### config.mk
export PLATFORM = sky130hd
export DESIGN_NAME = tdm_rx
export DESIGN_NICKNAME = d
export VERILOG_FILES = /design/src/rtl/tdm_pkg.sv /design/src/rtl/tdm_rx_fifo.sv /design/src/rtl/tdm_rx.sv
export SDC_FILE = /design/constraint.sdc
export NUM_CORES = 1
export LEC_CHECK = 0
export CAP_MARGIN = 15
export CORE_UTILIZATION = 35
export DETAILED_ROUTE_END_ITERATION = 7
export PLACE_DENSITY = 0.6
export RECOVER_POWER = 25
export SLEW_MARGIN = 20
export SYNTH_ARGS = -nofsm -noshare
export SYNTH_HDL_FRONTEND = slang
export SYNTH_SLANG_ARGS = --single-unit
export TNS_END_PERCENT = 10
### constraint.sdc
create_clock -name clk -period 3.1 [get_ports clk]
set_input_delay 0.62 -clock clk [delete_from_list [all_inputs] [get_ports clk]]
set_output_delay 0.62 -clock clk [all_outputs]
set_load 0.005 [all_outputs]
### src/rtl/tdm_pkg.sv
`default_nettype none
// +--------------------------------------------------------------------+
// | tdm_pkg : shared slot constants, RX FSM states, one-hot helpers    |
// | Rev 1.0                                                            |
// +--------------------------------------------------------------------+
package tdm_pkg;

  localparam int SLOTS  = 4;
  localparam int SLOT_W = 2;

  typedef enum logic [1:0] {
    HUNT = 2'd0,
    SKIP = 2'd1,
    RUN  = 2'd2
  } tdm_rx_state_t;

  function automatic logic [SLOTS-1:0] onehot4(input logic [SLOT_W-1:0] idx);
    logic [SLOTS-1:0] v;
    v      = '0;
    v[idx] = 1'b1;
    return v;
  endfunction

  // Caller guarantees a single set bit.
  function automatic logic [SLOT_W-1:0] slot_index4(input logic [SLOTS-1:0] oh);
    logic [SLOT_W-1:0] idx;
    idx = '0;
    for (int i = 0; i < SLOTS; i++) begin
      if (oh[i]) idx = SLOT_W'(i);
    end
    return idx;
  endfunction

endpackage
`default_nettype wire

### src/rtl/tdm_rx_fifo.sv
`default_nettype none
// +--------------------------------------------------------------------+
// | tdm_rx_fifo : small synchronous FIFO, push+pop allowed when full   |
// | Rev 1.0                                                            |
// +--------------------------------------------------------------------+
module tdm_rx_fifo #(
  parameter int WIDTH = 4,
  parameter int DEPTH = 2
) (
  input  logic             clk,
  input  logic             rst_n,
  input  logic             push,
  input  logic [WIDTH-1:0] push_data,
  input  logic             pop,
  output logic [WIDTH-1:0] pop_data,
  output logic             full,
  output logic             empty
);

  localparam int PTR_W = (DEPTH > 1) ? $clog2(DEPTH) : 1;
  localparam int CNT_W = $clog2(DEPTH + 1);

  logic [WIDTH-1:0] mem [DEPTH];
  logic [PTR_W-1:0] wr_ptr;
  logic [PTR_W-1:0] rd_ptr;
  logic [CNT_W-1:0] count;
  logic             do_push;
  logic             do_pop;

  assign full     = (count == CNT_W'(DEPTH));
  assign empty    = (count == '0);
  assign do_pop   = pop && !empty;
  // A pop frees the slot the same cycle, so a push into a full FIFO still lands.
  assign do_push  = push && (!full || do_pop);
  assign pop_data = empty ? '0 : mem[rd_ptr];

  always_ff @(posedge clk or negedge rst_n) begin
    if (!rst_n) begin
      wr_ptr <= '0;
      rd_ptr <= '0;
      count  <= '0;
      for (int i = 0; i < DEPTH; i++) mem[i] <= '0;
    end else begin
      if (do_push) begin
        mem[wr_ptr] <= push_data;
        wr_ptr      <= (wr_ptr == PTR_W'(DEPTH-1)) ? '0 : wr_ptr + PTR_W'(1);
      end
      if (do_pop) begin
        rd_ptr <= (rd_ptr == PTR_W'(DEPTH-1)) ? '0 : rd_ptr + PTR_W'(1);
      end
      case ({do_push, do_pop})
        2'b10:   count <= count + CNT_W'(1);
        2'b01:   count <= count - CNT_W'(1);
        default: count <= count;
      endcase
    end
  end

endmodule
`default_nettype wire

### src/rtl/tdm_rx.sv
`default_nettype none
// +--------------------------------------------------------------------+
// | tdm_rx : TDM slot lock, 4-slot frame reassembly, buffered output.  |
// | Define TDM_RX_ERRCNT_EN to add the err_cnt alignment-error port.   |
// | Rev 1.0                                                            |
// +--------------------------------------------------------------------+
module tdm_rx #(
  parameter int SLOTS = 4,
  parameter int DEPTH = 2
) (
  input  logic       clk,
  input  logic       rst_n,
  input  logic       data_in,
  input  logic [3:0] slot_y,
  output logic [3:0] frame_out,
  output logic       frame_valid,
  input  logic       frame_ready,
  output logic       locked,
  output logic       overflow
`ifdef TDM_RX_ERRCNT_EN
  ,
  output logic [7:0] err_cnt
`endif
);

  import tdm_pkg::*;

  tdm_rx_state_t     state;
  tdm_rx_state_t     next_state;
  logic [SLOT_W-1:0] slot_q;
  logic [SLOT_W-1:0] cur_slot;
  logic [SLOT_W-1:0] prev_slot;
  logic              prev_bit;
  logic [SLOTS-2:0]  shift;
  logic [3:0]        exp_y;
  logic              y_single;
  logic              hit;
  logic              mismatch;
  logic              capture;
  logic              push;
  logic              pop;
  logic              fifo_full;
  logic              fifo_empty;

  assign y_single = (slot_y != 4'b0000) && ((slot_y & (slot_y - 4'd1)) == 4'b0000);
  assign hit      = (state == HUNT) && y_single;
  // On a hit, slot_y names the previous slot, so this cycle is one beyond it.
  assign cur_slot = hit ? slot_index4(slot_y) + SLOT_W'(1) : slot_q;
  assign exp_y    = prev_bit ? onehot4(prev_slot) : 4'b0000;
  assign mismatch = (state != HUNT) && (slot_y != exp_y);

  always_ff @(posedge clk or negedge rst_n) begin
    if (!rst_n) state <= HUNT;
    else        state <= next_state;
  end

  always_comb begin
    next_state = state;
    case (state)
      HUNT:    if (hit) next_state = SKIP;
      SKIP:    if (mismatch) next_state = HUNT;
               else if (slot_q == '0) next_state = RUN;
      RUN:     if (mismatch) next_state = HUNT;
      default: next_state = HUNT;
    endcase
  end

  always_comb begin
    locked  = (state != HUNT);
    capture = 1'b0;
    case (state)
      SKIP:    capture = !mismatch && (slot_q == '0);
      RUN:     capture = !mismatch;
      default: capture = 1'b0;
    endcase
    push = capture && (slot_q == SLOT_W'(SLOTS-1));
  end

  always_ff @(posedge clk or negedge rst_n) begin
    if (!rst_n) begin
      slot_q    <= '0;
      prev_slot <= '0;
      prev_bit  <= 1'b0;
      shift     <= '0;
    end else begin
      slot_q    <= cur_slot + SLOT_W'(1);
      prev_slot <= cur_slot;
      prev_bit  <= data_in;
      for (int i = 0; i < SLOTS-1; i++) begin
        if (capture && (slot_q == SLOT_W'(i))) shift[i] <= data_in;
      end
    end
  end

  assign pop         = frame_valid && frame_ready;
  assign frame_valid = !fifo_empty;

  tdm_rx_fifo #(
    .WIDTH (SLOTS),
    .DEPTH (DEPTH)
  ) u_fifo (
    .clk       (clk),
    .rst_n     (rst_n),
    .push      (push),
    .push_data ({data_in, shift}),
    .pop       (pop),
    .pop_data  (frame_out),
    .full      (fifo_full),
    .empty     (fifo_empty)
  );

  always_ff @(posedge clk or negedge rst_n) begin
    if (!rst_n)                             overflow <= 1'b0;
    else if (push && fifo_full && !pop)     overflow <= 1'b1;
  end

`ifdef TDM_RX_ERRCNT_EN
  always_ff @(posedge clk or negedge rst_n) begin
    if (!rst_n)                           err_cnt <= '0;
    else if (mismatch && err_cnt != 8'hFF) err_cnt <= err_cnt + 8'd1;
  end
`endif

endmodule
`default_nettype wire
==> out/qor.csv <==
metric;value;unit
hold_depth;1;
drtAntennaViolNets;0;
stdcell_area;1560;µm²
power_leakage;0.658;nW
hold_path_class;reg -> reg;
grt_pass1_wl;4.16;mm
syn_area;1340;µm²
io_buffers;14;
htreeDepth;1;
avgViaCountPerCell;5.06;
dieArea;4090;µm²
crit_cells;8;
whs_endpoint;overflow;
core_area;3660;µm²
numCtsBuffers;3;
pre_cts_slack;242;ps
syn_avg_cell_area;11.2;µm²
initial_core_util;36.7;%
grt_overflow;0;
power.density;824;nW/µm²
worst-setup-path-type;in -> reg;
fin_cells;183;
drive_gt1_share;14.1;%
yosys_register_bits;23;
layout_common_cells;dfrtp_1, nor2_1, clkdlybuf4s50_1, mux2_2, inv_1;
crit_required;3280;ps
io-pin-count;15;
cts_resized;0;
slowest_delay;590;ps
cp_slowest_cell;clkdlybuf4s50_1;
drt-initial-drc-count;21;
fin_worst_skew;3.68;ps
ys_seq_area_share;42.9;%
reg2reg_to;u_fifo.count[1];
relSlewSlack;22.1;%
fin_crit_sh;83.5;%
cp_cell_sequence;clkdlybuf4s50_1, nor4b_2, or2_2, o221ai_4, nand2b_1, ha_1, nor2_1, xor2_1;
end_kind;flop;
routed_wl;2.35;mm
reg2reg_depth;9;
dpl.hpwl;1.84;mm
cts_buffer_depth;2;
yosys_warnings;0;
fmax;0.386;GHz
antenna_cells;0;
ys_types;34;
layout_commonest_cell;dfrtp_1;
worst_slew_pin_slew;1170;ps
reg2reg_slack;800;ps
finalSetupViolCount;0;
cts_root_buf;clkbuf_8;
grt_setup_unrepaired;no;
clk_pin_slew;80;ps
outcome;finished, final reports clean;
dr_total_vias;926;
nFillCells;358;
cts_tree;yes;
postCtsHoldBufs;0;
path_buf_inv;1;
startpoint_type;input port;
post-route-util;42.5;%
antenna_found_initial;0;
period_minus_slack;2590;ps
hp-start;overflow;
multiInputGateArea;702;µm²
clock_latency;260;ps
grtUsageTotal;13.0;%
layout_setup_ws;510;ps
postSynthNetCount;133;
dr.pass1.iters;4;
drv_cap;0;
regArea;576;µm²
cp.arrival;2770;ps
die_height;63.9;µm
r2r_start;state[0];
post_cts_buffers;0;
dp_cells;179;
ir_drop;0.000359;V
cts.sinks;23;
syn_to_final_growth;16.0;%
grt_pass1_vias;953;
wl_per_cell;12.8;µm
place_congestion;0.781;
path_max_fanout;10;
fin_tns_setup;0;ps
core.rowCount;22;
die_w;63.9;µm
grt_max_degree;24;
placed_area;1520;µm²
drc;0;
hold_violations;0;
slew_violations;0;
synth_cells;120;
cp_top_family;simple AND/OR/NAND/NOR gates;
nets;149;
routing by layer:
metal	routed length (µm)	track usage, %	vias up
met5	0	0	-
met4	29	3.69	0
met3	37	2.68	4
met2	1120	21.7	9
met1	1160	16.8	453
li1	-	-	460
where the power goes:
part	leakage [nW]	internal, mW	switching, mW
Combinational	0.340	0.294	0.271
Clock	0.0255	0.0895	0.0885
Sequential	0.292	0.416	0.126
Total	0.658	0.799	0.485
through the flow:
stage / power (mW) / hold WS (ps)
6_report: 1.28 / 471
4_1_cts: 1.30 / 480
2_1_floorplan: 0.942 / 324
3_5_place_dp: 1.12 / 461
5_1_grt: 1.40 / 497
3_3_place_gp: 1.09 / 452
worst max-delay path by stage:
stage                            to      start  slack (ps)
detailed placement  u_fifo.count[1]  slot_y[1]         240
CTS                 u_fifo.count[1]  slot_y[1]         520
finish              u_fifo.count[1]  slot_y[1]         510
global placement    u_fifo.count[1]  slot_y[1]         310
global route        u_fifo.count[1]  slot_y[1]         330
floorplan           u_fifo.count[1]  slot_y[0]         930
kinds of logic after synthesis:
kind of cell | count (synthesis) | share of synthesized area [%]
flops | 23 | 42.9
xor+xnor | 9 | 5.87
simple gates | 32 | 15.2
compound gates | 24 | 13.5
mux | 16 | 13.0
buf+inv | 11 | 4.85
fa+ha+maj | 5 | 4.66
cells in the mapped netlist (all sizes together):
library cell / number / area [µm²]
ha: 5 / 62.6
o211ai: 4 / 30.0
nor3b: 3 / 22.5
nand4b: 3 / 26.3
and3b: 1 / 8.76
a31oi: 2 / 12.5
nor4b: 1 / 15.0
dfrtp: 23 / 576
a21oi: 5 / 25.0
a211oi: 2 / 15.0
mux2: 12 / 135
nor4: 1 / 21.3
a22oi: 2 / 20.0
nor2: 13 / 48.8
nand4: 1 / 6.26
xor2: 4 / 35.0
inv: 6 / 22.5
nor2b: 1 / 6.26
o41a: 1 / 11.3
xnor2: 5 / 43.8
mux2i: 4 / 40.0
buf: 4 / 38.8
nand2b: 4 / 25.0
nand2: 1 / 3.75
o2111ai: 1 / 8.76
o21ai: 5 / 25.0
o221ai: 1 / 26.3
clkbuf: 1 / 3.75
a21boi: 1 / 7.51
or2: 2 / 12.5
nand3b: 1 / 7.51
registers in the layout, indices dropped and copies added (netlist names):
signal	cells
u_fifo.count	2
overflow	1
u_fifo.wr_ptr	1
prev_slot	2
u_fifo.rd_ptr	1
slot_q	2
prev_bit	1
u_fifo.mem	8
state	2
shift	3
final cells by class:
type | count | area share, %
inverters | 6 | 1.45
well taps | 48 | 3.86
clock inverters | 1 | 0.321
flip-flops and latches | 23 | 36.9
clock buffers | 3 | 2.65
multi-input cells | 86 | 45.1
repair buffers | 16 | 9.72
No activity file was read; power rests on OpenSTA's default activity.
